`src/rtl/demux4_buf_pkg.sv`:
```
// Shared constants and helpers for the demux4_buf block: lane count,
// lane index width, lane-selection mode encodings.
package demux4_buf_pkg;

  localparam int NUM_LANES = 4;
  localparam int LANE_W    = 2;

  localparam logic MODE_SEL = 1'b0;
  localparam logic MODE_RR  = 1'b1;

  function automatic logic [NUM_LANES-1:0] lane_onehot(input logic [LANE_W-1:0] lane);
    logic [NUM_LANES-1:0] oh;
    oh       = '0;
    oh[lane] = 1'b1;
    return oh;
  endfunction

endpackage

```
`src/rtl/demux4_buf_if.sv`:
```
// Stream-in / four-lanes-out bus of demux4_buf. The master drives the input
// word and lane consumers' ready; the slave is the demultiplexer itself.
interface demux4_buf_if #(
  parameter int DATA_W = 1
);
  logic                flush;
  logic                mode;
  logic [1:0]          sel;
  logic                in_valid;
  logic [DATA_W-1:0]   in_data;
  logic                in_ready;
  logic [3:0]          out_valid;
  logic [4*DATA_W-1:0] out_data;
  logic [3:0]          out_ready;
  logic [1:0]          rr_lane;
  logic                frame_done;

  modport master (
    output flush, mode, sel, in_valid, in_data, out_ready,
    input  in_ready, out_valid, out_data, rr_lane, frame_done
  );

  modport slave (
    input  flush, mode, sel, in_valid, in_data, out_ready,
    output in_ready, out_valid, out_data, rr_lane, frame_done
  );
endinterface

```
`src/rtl/demux4_buf_lane_buf.sv`:
```
// One-entry valid/ready holding register for a single output lane.
// Flush clears valid only; data is kept so an idle lane never toggles.
module demux4_buf_lane_buf #(
  parameter int DATA_W = 1
) (
  input  logic              clk,
  input  logic              rst_n,
  input  logic              flush_i,
  input  logic              load_i,
  input  logic              ready_i,
  input  logic [DATA_W-1:0] data_i,
  output logic              valid_o,
  output logic [DATA_W-1:0] data_o
);

  logic              valid_q;
  logic [DATA_W-1:0] data_q;

  // Load has priority over drain so a lane drained and refilled in one cycle stays full.
  always_ff @(posedge clk or negedge rst_n) begin
    if (!rst_n) begin
      valid_q <= 1'b0;
      data_q  <= '0;
    end else if (flush_i) begin
      valid_q <= 1'b0;
    end else if (load_i) begin
      valid_q <= 1'b1;
      data_q  <= data_i;
    end else if (valid_q && ready_i) begin
      valid_q <= 1'b0;
    end
  end

  assign valid_o = valid_q;
  assign data_o  = data_q;

endmodule

```
`src/rtl/demux4_buf.sv`:
```
// Registered 1-to-4 demultiplexer: steers the input stream onto one of four
// buffered lanes, chosen by sel or by an internal round-robin pointer.
module demux4_buf
  import demux4_buf_pkg::*;
#(
  parameter int DATA_W = 1
) (
  input  logic         clk,
  input  logic         rst_n,
  demux4_buf_if.slave  bus
);

  logic [LANE_W-1:0]           tgt_s;
  logic                        rdy_s;
  logic                        acc_s;
  logic [NUM_LANES-1:0]        load_s;
  logic [NUM_LANES-1:0]        valid_s;
  logic [NUM_LANES*DATA_W-1:0] data_s;
  logic [LANE_W-1:0]           rr_q, rr_d;
  logic                        fd_q, fd_d;

  // Target decode, ready mux and next state of the pointer / frame flag.
  always_comb begin
    tgt_s  = (bus.mode == MODE_RR) ? rr_q : bus.sel;
    // Ready looks only at the target lane, so a stalled lane never blocks the others.
    rdy_s  = rst_n && !bus.flush && (!valid_s[tgt_s] || bus.out_ready[tgt_s]);
    acc_s  = bus.in_valid && rdy_s;
    load_s = acc_s ? lane_onehot(tgt_s) : '0;
    if (bus.flush) begin
      rr_d = '0;
    end else if (acc_s && (bus.mode == MODE_RR)) begin
      rr_d = rr_q + 2'd1;
    end else begin
      rr_d = rr_q;
    end
    fd_d = !bus.flush && acc_s && (bus.mode == MODE_RR) && (rr_q == 2'd3);
  end

  // Round-robin pointer and frame-complete pulse.
  always_ff @(posedge clk or negedge rst_n) begin
    if (!rst_n) begin
      rr_q <= '0;
      fd_q <= 1'b0;
    end else begin
      rr_q <= rr_d;
      fd_q <= fd_d;
    end
  end

  for (genvar k = 0; k < NUM_LANES; k++) begin : g_lane
    demux4_buf_lane_buf #(.DATA_W(DATA_W)) u_lane (
      .clk     (clk),
      .rst_n   (rst_n),
      .flush_i (bus.flush),
      .load_i  (load_s[k]),
      .ready_i (bus.out_ready[k]),
      .data_i  (bus.in_data),
      .valid_o (valid_s[k]),
      .data_o  (data_s[k*DATA_W +: DATA_W])
    );
  end

  assign bus.in_ready   = rdy_s;
  assign bus.out_valid  = valid_s;
  assign bus.out_data   = data_s;
  assign bus.rr_lane    = rr_q;
  assign bus.frame_done = fd_q;

endmodule

```
`src/flat_wrapper.sv`:
```
// flat-port wrapper written by rule: the top's interface ports become plain ports
module demux4_buf_flat import demux4_buf_pkg::*;
#(
  parameter int DATA_W = 1
)
  (clk, rst_n, bus_flush, bus_mode, bus_sel, bus_in_valid, bus_in_data, bus_out_ready, bus_in_ready, bus_out_valid, bus_out_data, bus_rr_lane, bus_frame_done);
  demux4_buf_if #(.DATA_W(DATA_W)) bus_i ();
  input  logic clk;
  input  logic rst_n;
  input wire logic [$bits(bus_i.flush)-1:0] bus_flush;
  input wire logic [$bits(bus_i.mode)-1:0] bus_mode;
  input wire logic [$bits(bus_i.sel)-1:0] bus_sel;
  input wire logic [$bits(bus_i.in_valid)-1:0] bus_in_valid;
  input wire logic [$bits(bus_i.in_data)-1:0] bus_in_data;
  input wire logic [$bits(bus_i.out_ready)-1:0] bus_out_ready;
  output wire logic [$bits(bus_i.in_ready)-1:0] bus_in_ready;
  output wire logic [$bits(bus_i.out_valid)-1:0] bus_out_valid;
  output wire logic [$bits(bus_i.out_data)-1:0] bus_out_data;
  output wire logic [$bits(bus_i.rr_lane)-1:0] bus_rr_lane;
  output wire logic [$bits(bus_i.frame_done)-1:0] bus_frame_done;
  assign bus_i.flush = bus_flush;
  assign bus_i.mode = bus_mode;
  assign bus_i.sel = bus_sel;
  assign bus_i.in_valid = bus_in_valid;
  assign bus_i.in_data = bus_in_data;
  assign bus_i.out_ready = bus_out_ready;
  assign bus_in_ready = bus_i.in_ready;
  assign bus_out_valid = bus_i.out_valid;
  assign bus_out_data = bus_i.out_data;
  assign bus_rr_lane = bus_i.rr_lane;
  assign bus_frame_done = bus_i.frame_done;
  demux4_buf #(.DATA_W(DATA_W)) u_core (.clk(clk), .rst_n(rst_n), .bus(bus_i));
endmodule
```
`config.mk`:
```
export PLATFORM = sky130hd
export DESIGN_NAME = demux4_buf_flat
export DESIGN_NICKNAME = d
export VERILOG_FILES = /design/src/rtl/demux4_buf_pkg.sv /design/src/rtl/demux4_buf_if.sv /design/src/rtl/demux4_buf_lane_buf.sv /design/src/rtl/demux4_buf.sv /design/src/flat_wrapper.sv
export SDC_FILE = /design/constraint.sdc
export NUM_CORES = 1
export LEC_CHECK = 0
export CORE_UTILIZATION = 30
export DETAILED_ROUTE_END_ITERATION = 10
export SYNTH_ARGS = -nofsm -noshare
export SYNTH_HDL_FRONTEND = slang
export SYNTH_SLANG_ARGS = --single-unit
```
`constraint.sdc`:
```
create_clock -name clk -period 1.6 [get_ports clk]
set_input_delay 0.24 -clock clk [delete_from_list [all_inputs] [get_ports clk]]
set_output_delay 0.24 -clock clk [all_outputs]
set_load 0.02 [all_outputs]
```
==> metrics.md, run 1 <==
| Metric | Value |
|---|---|
| Num ports | 24 |
| Cell taking the most area after synthesis | dfrtp_1 |
| DIE AREA | approximately 2300 um2 |
| Post-Synth XOR/XNOR Area | 0% |
| CTS sink count | 11 |
| Psw | between 0.2 and 0.25 mW |
| Global-route wire length before repair | 2421 um |
| Clock buffer depth | 2 |
| Register area share after synthesis | 42.72% |
| Clock Skew | around 0.0037 ns |
| Post-synthesis adder-cell area fraction | 1.942% |
| CP max-delay cell | clkdlybuf4s50_1 |
| Measured slew at the worst slew-check pin | 0.2587 ns |
| Worst setup EP type | output port |
| Antenna-violating nets left | 0 |
| Avg Inst Size Synth | approximately 12 um2 |
| CP Data Arrival Time | 1.65 ns |
| GRT Total Usage | 13.97% |
| Gpl congestion | 0.7762 |
| Async S/R FF share, synth | 100.0% |
| Vias per cell | 4.581 |
| Power share of the combinational group | 30.5% |
| Vias in the first global route | around 540 |
| Cell area after synthesis | roughly 640 um2 |
| Reg-to-reg endpoint | u_core.bus.rr_lane[1] |
| Hold_ws | 0.2607 ns |
| N_diodes | 0 |
| Worst-path cell chain | clkdlybuf4s50_1 -> mux2i_4 -> mux2_4 -> mux2i_2 -> nor3b_2 -> buf_2 |
| Initial Utilization | 32.51% |
| Placed cells | ~110 |
| H-tree depth | 1 |
| CTS tree | built |
| R2R cell count | 7 |
| Core Util, Final | 52.02% |
| Clk_lat worst skew | between 0.2 and 0.3 ns |
| P&R area growth vs syn | 60.00% |
| Root Driver | clkbuf_4 |
| VDD IR max | 0.3833 mV |
| Max Clock Freq | 528.1 MHz |
| Total of max-cap violations | 0 |
| RSZ-0062 raised after global routing | true |
| CP Launch Type | input pin |
| Synth Area in Compound Gates | around 5.4% |
| Outcome | finished, violations left |
| Post-synthesis mux area share | 22.14% |
| Pre-CTS setup slack | -0.8739 ns |
| Die Y | approximately 48 um |
| Final worst slack | -0.2937 ns |
| Distinct cells, synth | 20 |
| Final Hold Fails | 0 |
| DP Area | 964.7 um2 |
| Pwr dens | roughly 720 nW/um2 |
| Clock power share | between 20% and 30% |
| Post-synth EDFFs | 0 |
| CP Class | input pin to output port |
| Worst R2R Start | u_core.bus.rr_lane[1] |
| Finished Cell Area | 1031 um2 |
| LEAKAGE | 0.4668 nW |
| Nets | 104 |
| Post-synth top cells | dfrtp_1 (11), buf_4 (8), mux2_2 (7) |
| Int Power | 0.5343 mW |
| Share of the synthesized area in the top cell type | 42.72% |
| Largest net degree at the start of global routing | 11 |
| Antenna violations before repair | 0 |
| Rel. slew slack | 82.26% |
| Critical path origin | bus_sel[1] |
| Die X | 48.35 um |
| Top cells by area, synth | dfrtp_1 (43%), mux2_2 (12%), buf_4 (9.3%), mux2i_1 (4.7%), nand2b_1 (3.9%) |
| Period utilization | 118.4% |
| Worst min-delay path class | input pin to asynchronous set/reset pin |
| Post-Layout Cell Count | 117 |
| Gr ovfl total | 0 |
| Crit-path max FO | 3 |
| CTS clk-pin slew, worst paths | 0.07 ns |
| DRC errors left | 0 |
| Crit-path max cell delay | 0.45 ns |
| Router iterations before antenna repair | 2 |
| Worst reg2reg setup slack | -0.21 ns |
| Post-Synth Simple-Gate Area | 18.45% |
| #FFs+latches synth | 11 |
| Cell Rows | 16 |
| Num CTS Buffers | 3 |
| Sw Share | 28.27% |
| Routed wire length | 1494 um |
| Share of cells above drive strength 1 | 41.11% |
| Cell with the most instances after synthesis | dfrtp_1 |
| Finish-stage setup viols | 7 |
| Pins Over Slew Limit | 0 |
| PortBufs | 23 |
| Initial DRC Count | 6 |
| Sum of negative setup slack | -1.074 ns |
| Core region area | 1982 um2 |
| Dominant synthesized flop cell | dfrtp_1 |
| Period minus WS final | ~1.9 ns |
| Cell count after synthesis | 55 |
| Req. time, crit path | 1.36 ns |
| Failing checks | setup timing |
| Synthesis Warnings | 0 |
| Flop pwr share | 43.0% |
| DPL Wire Length | 1157 um |
| Main combinational cell family by area after synthesis | multiplexers |
| Syn Nets | 68 |
| WL/cell | 12.77 um |
| Tot Pwr | about 0.74 mW |
| Via count | 536 |
-- critical path, delay by kind of cell --
family                 cells  cell delay (ns)
muxes                      3             0.74
buffers and inverters      2             0.60
and+or+nand+nor            1             0.06
-- power groups by stage --
stage	sequential [mW]	combinational (mW)	clock, mW
4_1_cts	0.320	0.224	0.199
2_1_floorplan	0.326	0.128	0
3_5_place_dp	0.326	0.220	0
6_report	0.320	0.227	0.197
5_1_grt	0.324	0.241	0.213
3_3_place_gp	0.325	0.218	0
-- routing by layer --
| metal | vias up | routed length (um) | GRT usage, % |
|---|---|---|---|
| li1 | 263 | - | - |
| met1 | 255 | 699 | 17.39 |
| met2 | 14 | 713 | 22.30 |
| met3 | 4 | 66 | 4.403 |
| met4 | 0 | 15 | 5.882 |
| met5 | - | 0 | 0 |
-- flip-flops by register name (all words and copies together), names as in the netlist --
| signal | flops |
|---|---|
| u_core.g_lane.u_lane.data_o | 4 |
| u_core.g_lane.u_lane.valid_o | 4 |
| u_core.bus.rr_lane | 2 |
| u_core.bus.frame_done | 1 |
-- how the worst max path moves through the flow --
stage | slack, ns | cells past startpoint | end
2_1_floorplan | 0.03 | 4 | u_core.bus.rr_lane[1]
3_3_place_gp | -0.85 | 6 | bus_in_ready
3_5_place_dp | -0.87 | 6 | bus_in_ready
4_1_cts | -0.28 | 5 | bus_in_ready
5_1_grt | -0.34 | 5 | bus_in_ready
6_report | -0.29 | 6 | bus_in_ready
-- cell usage in the layout (no fill, tap or decap), types with 2 or more instances in the layout --
master / count
dfrtp_1: 9
nand2b_1: 4
mux2_2: 5
dfrtp_2: 2
clkbuf_4: 3
and2_1: 2
nand3_1: 2
buf_4: 15
nand3_2: 2
dlygate4sd2_1: 3
o21ai_0: 4
mux2_4: 2
clkdlybuf4s50_1: 19
-- area by class of cell --
cell class              instances  area, um2
clock buffers                   4      26.28
repair buffers                 39      345.3
well taps                      27      33.78
fillers                       173      950.9
flip-flops and latches         11      277.8
multi-input cells              36      347.8
-- cell families after synthesis --
family	count (synthesis)
DFF	11
and+or+nand+nor	17
buffers and inverters	8
AOI/OAI and AO/OA	6
adders and majority gates	1
muxes	12
-- repair_timing --
item	in CTS	in global routing
resized for setup	11	3
setup endpoints to repair	9	7
setup buffers	1	1
hold buffers	0	0
gates cloned	0	0
(Power assumes the default switching activity.)
==> inputs of run 2 (changes only) <==
--- a/config.mk
+++ b/config.mk
@@ -5,8 +5,10 @@
 export SDC_FILE = /design/constraint.sdc
 export NUM_CORES = 1
 export LEC_CHECK = 0
+export ABC_AREA = 1
 export CORE_UTILIZATION = 30
 export DETAILED_ROUTE_END_ITERATION = 10
+export SLEW_MARGIN = 10
 export SYNTH_ARGS = -nofsm -noshare
 export SYNTH_HDL_FRONTEND = slang
 export SYNTH_SLANG_ARGS = --single-unit
==> metrics.md, run 2 <==
| Metric | Value |
|---|---|
| Die X | 52.23 um |
| Core Util, Final | between 50% and 60% |
| Initial Utilization | 32.95% |
| Gpl congestion | ~0.80 |
| Cell Rows | 17 |
| DP Area | 1109 um2 |
| Async S/R FF share, synth | 100.0% |
| Antenna-violating nets left | 0 |
| Initial DRC Count | 11 |
| Top cells by area, synth | dfrtp_1 (36%), nand2_1 (9.4%), nand2_4 (8.9%), buf_4 (7.9%), inv_1 (6.0%) |
| #FFs+latches synth | 11 |
| Die Y | 52.23 um |
| Num CTS Buffers | 3 |
| N_diodes | 0 |
| Finish-stage setup viols | 1 |
| Distinct cells, synth | 17 |
| Req. time, crit path | roughly 1.4 ns |
| Cell with the most instances after synthesis | nand2_1 |
| Hold-fix buffers, CTS | 0 |
| Cell taking the most area after synthesis | dfrtp_1 |
| Pre-CTS setup slack | -0.7934 ns |
| Gr ovfl total | 0 |
| Synthesis Warnings | 0 |
| Cell count after synthesis | 93 |
| LEAKAGE | 0.6630 nW |
| Post-synth EDFFs | 0 |
| Avg Inst Size Synth | slightly above 8 um2 |
| Failing checks | setup timing |
| Most frequent cells in the layout | buf_4 (24), nand2_1 (17), clkdlybuf4s50_1 (14), inv_1 (11), dfrtp_1 (11) |
| Share of the synthesized area in the top cell type | 36.36% |
| Antenna violations before repair | 0 |
| Vias per cell | 4.331 |
| Routed wire length | 1704 um |
| Finished Cell Area | between 1000 and 1500 um2 |
| CTS sink count | 11 |
| Final worst slack | -0.06720 ns |
| RSZ-0062 raised after global routing | true |
| Global-route wire length before repair | 2787 um |
| Period minus WS final | about 1.7 ns |
| Syn Nets | about 110 |
| WL/cell | 10.45 um |
| Worst min-delay path class | input pin to asynchronous set/reset pin |
| Post-Layout Cell Count | 163 |
| CP Launch Type | flip-flop |
| Outcome | finished, violations left |
| Cell area after synthesis | 757.0 um2 |
| Core region area | about 2300 um2 |
| Num ports | 24 |
| Crit-path max FO | 5 |
| Total of max-cap violations | 0 |
| GRT Total Usage | 14.56% |
| DPL Wire Length | 1401 um |
| Register area share after synthesis | 36.36% |
| CP Class | flip-flop to output port |
| Clock buffer depth | 2 |
| DIE AREA | 2728 um2 |
| CP Data Arrival Time | around 1.4 ns |
| VDD IR max | 0.3567 mV |
| Share of cells above drive strength 1 | 37.04% |
| Worst setup EP type | output port |
| H-tree depth | 1 |
| Largest net degree at the start of global routing | 12 |
| Most common cell after layout, fill and taps aside | buf_4 |
| Clk_lat worst skew | 0.26 ns |
| Hold_ws | 0.3189 ns |
| CTS clk-pin slew, worst paths | about 0.07 ns |
| Nets | 149 |
| Fillers | 240 |
| Vias in the first global route | 668 |
| Final Hold Fails | 0 |
| Dominant synthesized flop cell | dfrtp_1 |
| Router iterations before antenna repair | 4 |
| Placed cells | between 150 and 200 |
| PortBufs | 23 |
| Rel. slew slack | 77.75% |
| Pwr dens | 669.5 nW/um2 |
| Max Clock Freq | 599.8 MHz |
| Clock Skew | 0.006425 ns |
| DRC errors left | 0 |
| Pins Over Slew Limit | 0 |
| CTS tree | built |
| P&R area growth vs syn | 57.36% |
| Tot Pwr | 0.7975 mW |
| Post-synth top cells | nand2_1 (19), inv_1 (12), dfrtp_1 (11), buf_4 (8), nand4_1 (7) |
| Sum of negative setup slack | -0.06720 ns |
| Measured slew at the worst slew-check pin | 0.3337 ns |
| Root Driver | clkbuf_4 |
| Via count | 706 |
| Period utilization | 104.2% |
## run 2: cell types whose count changed in the layout (fill, tap and decap cells not counted), moves of 5 or more
| cell | change |
|---|---|
| nand2_2 | +8 |
| nand2_4 | +6 |
| nand4_1 | +7 |
| nand2_1 | +17 |
| buf_4 | +9 |
| inv_1 | +11 |
| mux2_2 | -5 |
| clkdlybuf4s50_1 | -5 |
## run 2: path summary, 6_finish.rpt
path	start	end	slack (ns)	depth (start not counted)
worst max register to register	u_core.bus.rr_lane[0]	u_core.bus.rr_lane[0]	0.11	11
max in group asynchronous	rst_n	u_core.g_lane[3].u_lane.valid_o	1.13	2
worst max-delay path	u_core.bus.rr_lane[0]	bus_in_ready	-0.07	8
worst min register to register	u_core.g_lane[2].u_lane.data_o	u_core.g_lane[2].u_lane.data_o	0.49	2
min in group clk	u_core.g_lane[2].u_lane.data_o	u_core.g_lane[2].u_lane.data_o	0.49	2
worst min-delay path	rst_n	u_core.g_lane[0].u_lane.valid_o	0.32	2
## run 2: cell families after synthesis
kind of cell               count (synthesis)  share of synthesized area, %
AOI/OAI and AO/OA                          9                         7.769
adders and majority gates                  1                         1.653
buffers and inverters                     22                         16.53
DFF                                       11                         36.36
and+or+nand+nor                           50                         37.69
## run 2: routing by layer
layer	vias up	track usage [%]	wire length [um]
met5	-	0	0
met2	17	22.65	767
li1	376	-	-
met1	309	18.43	823
met4	0	10.53	50
met3	4	1.739	63
## run 2: power by group
| group | leakage (nW) | switching [mW] | internal, mW |
|---|---|---|---|
| Combinational | 0.501 | 0.145 | 0.149 |
| Clock | 0.0150 | 0.0846 | 0.0962 |
| Sequential | 0.147 | 0.0160 | 0.307 |
## run 2: critical path: stages, from the launching register on
cell,delay (ns)
dfrtp_1,0.42
inv_2,0.08
nand2_2,0.06
nand2_4,0.10
nand3_2,0.08
nand2_2,0.09
nor2_4,0.04
a21oi_4,0.16
buf_6,0.14
## run 2: what timing repair did
action,in CTS,in global routing
buffers inserted,3,0
hold endpoints to repair,0,0
endpoints found under the setup margin,14,8
cloned,0,0
resized for setup,14,7
pin swaps,5,1
## run 2: final cells by class
cell class	count	area (um2)	share of cell area (%)
timing repair buffer	47	416.7	34.98
multi-input combinational	60	384.1	32.25
sequential	11	275.3	23.11
inverter	13	53.80	4.517
tap	28	35.03	2.941
clock buffer	4	26.28	2.206
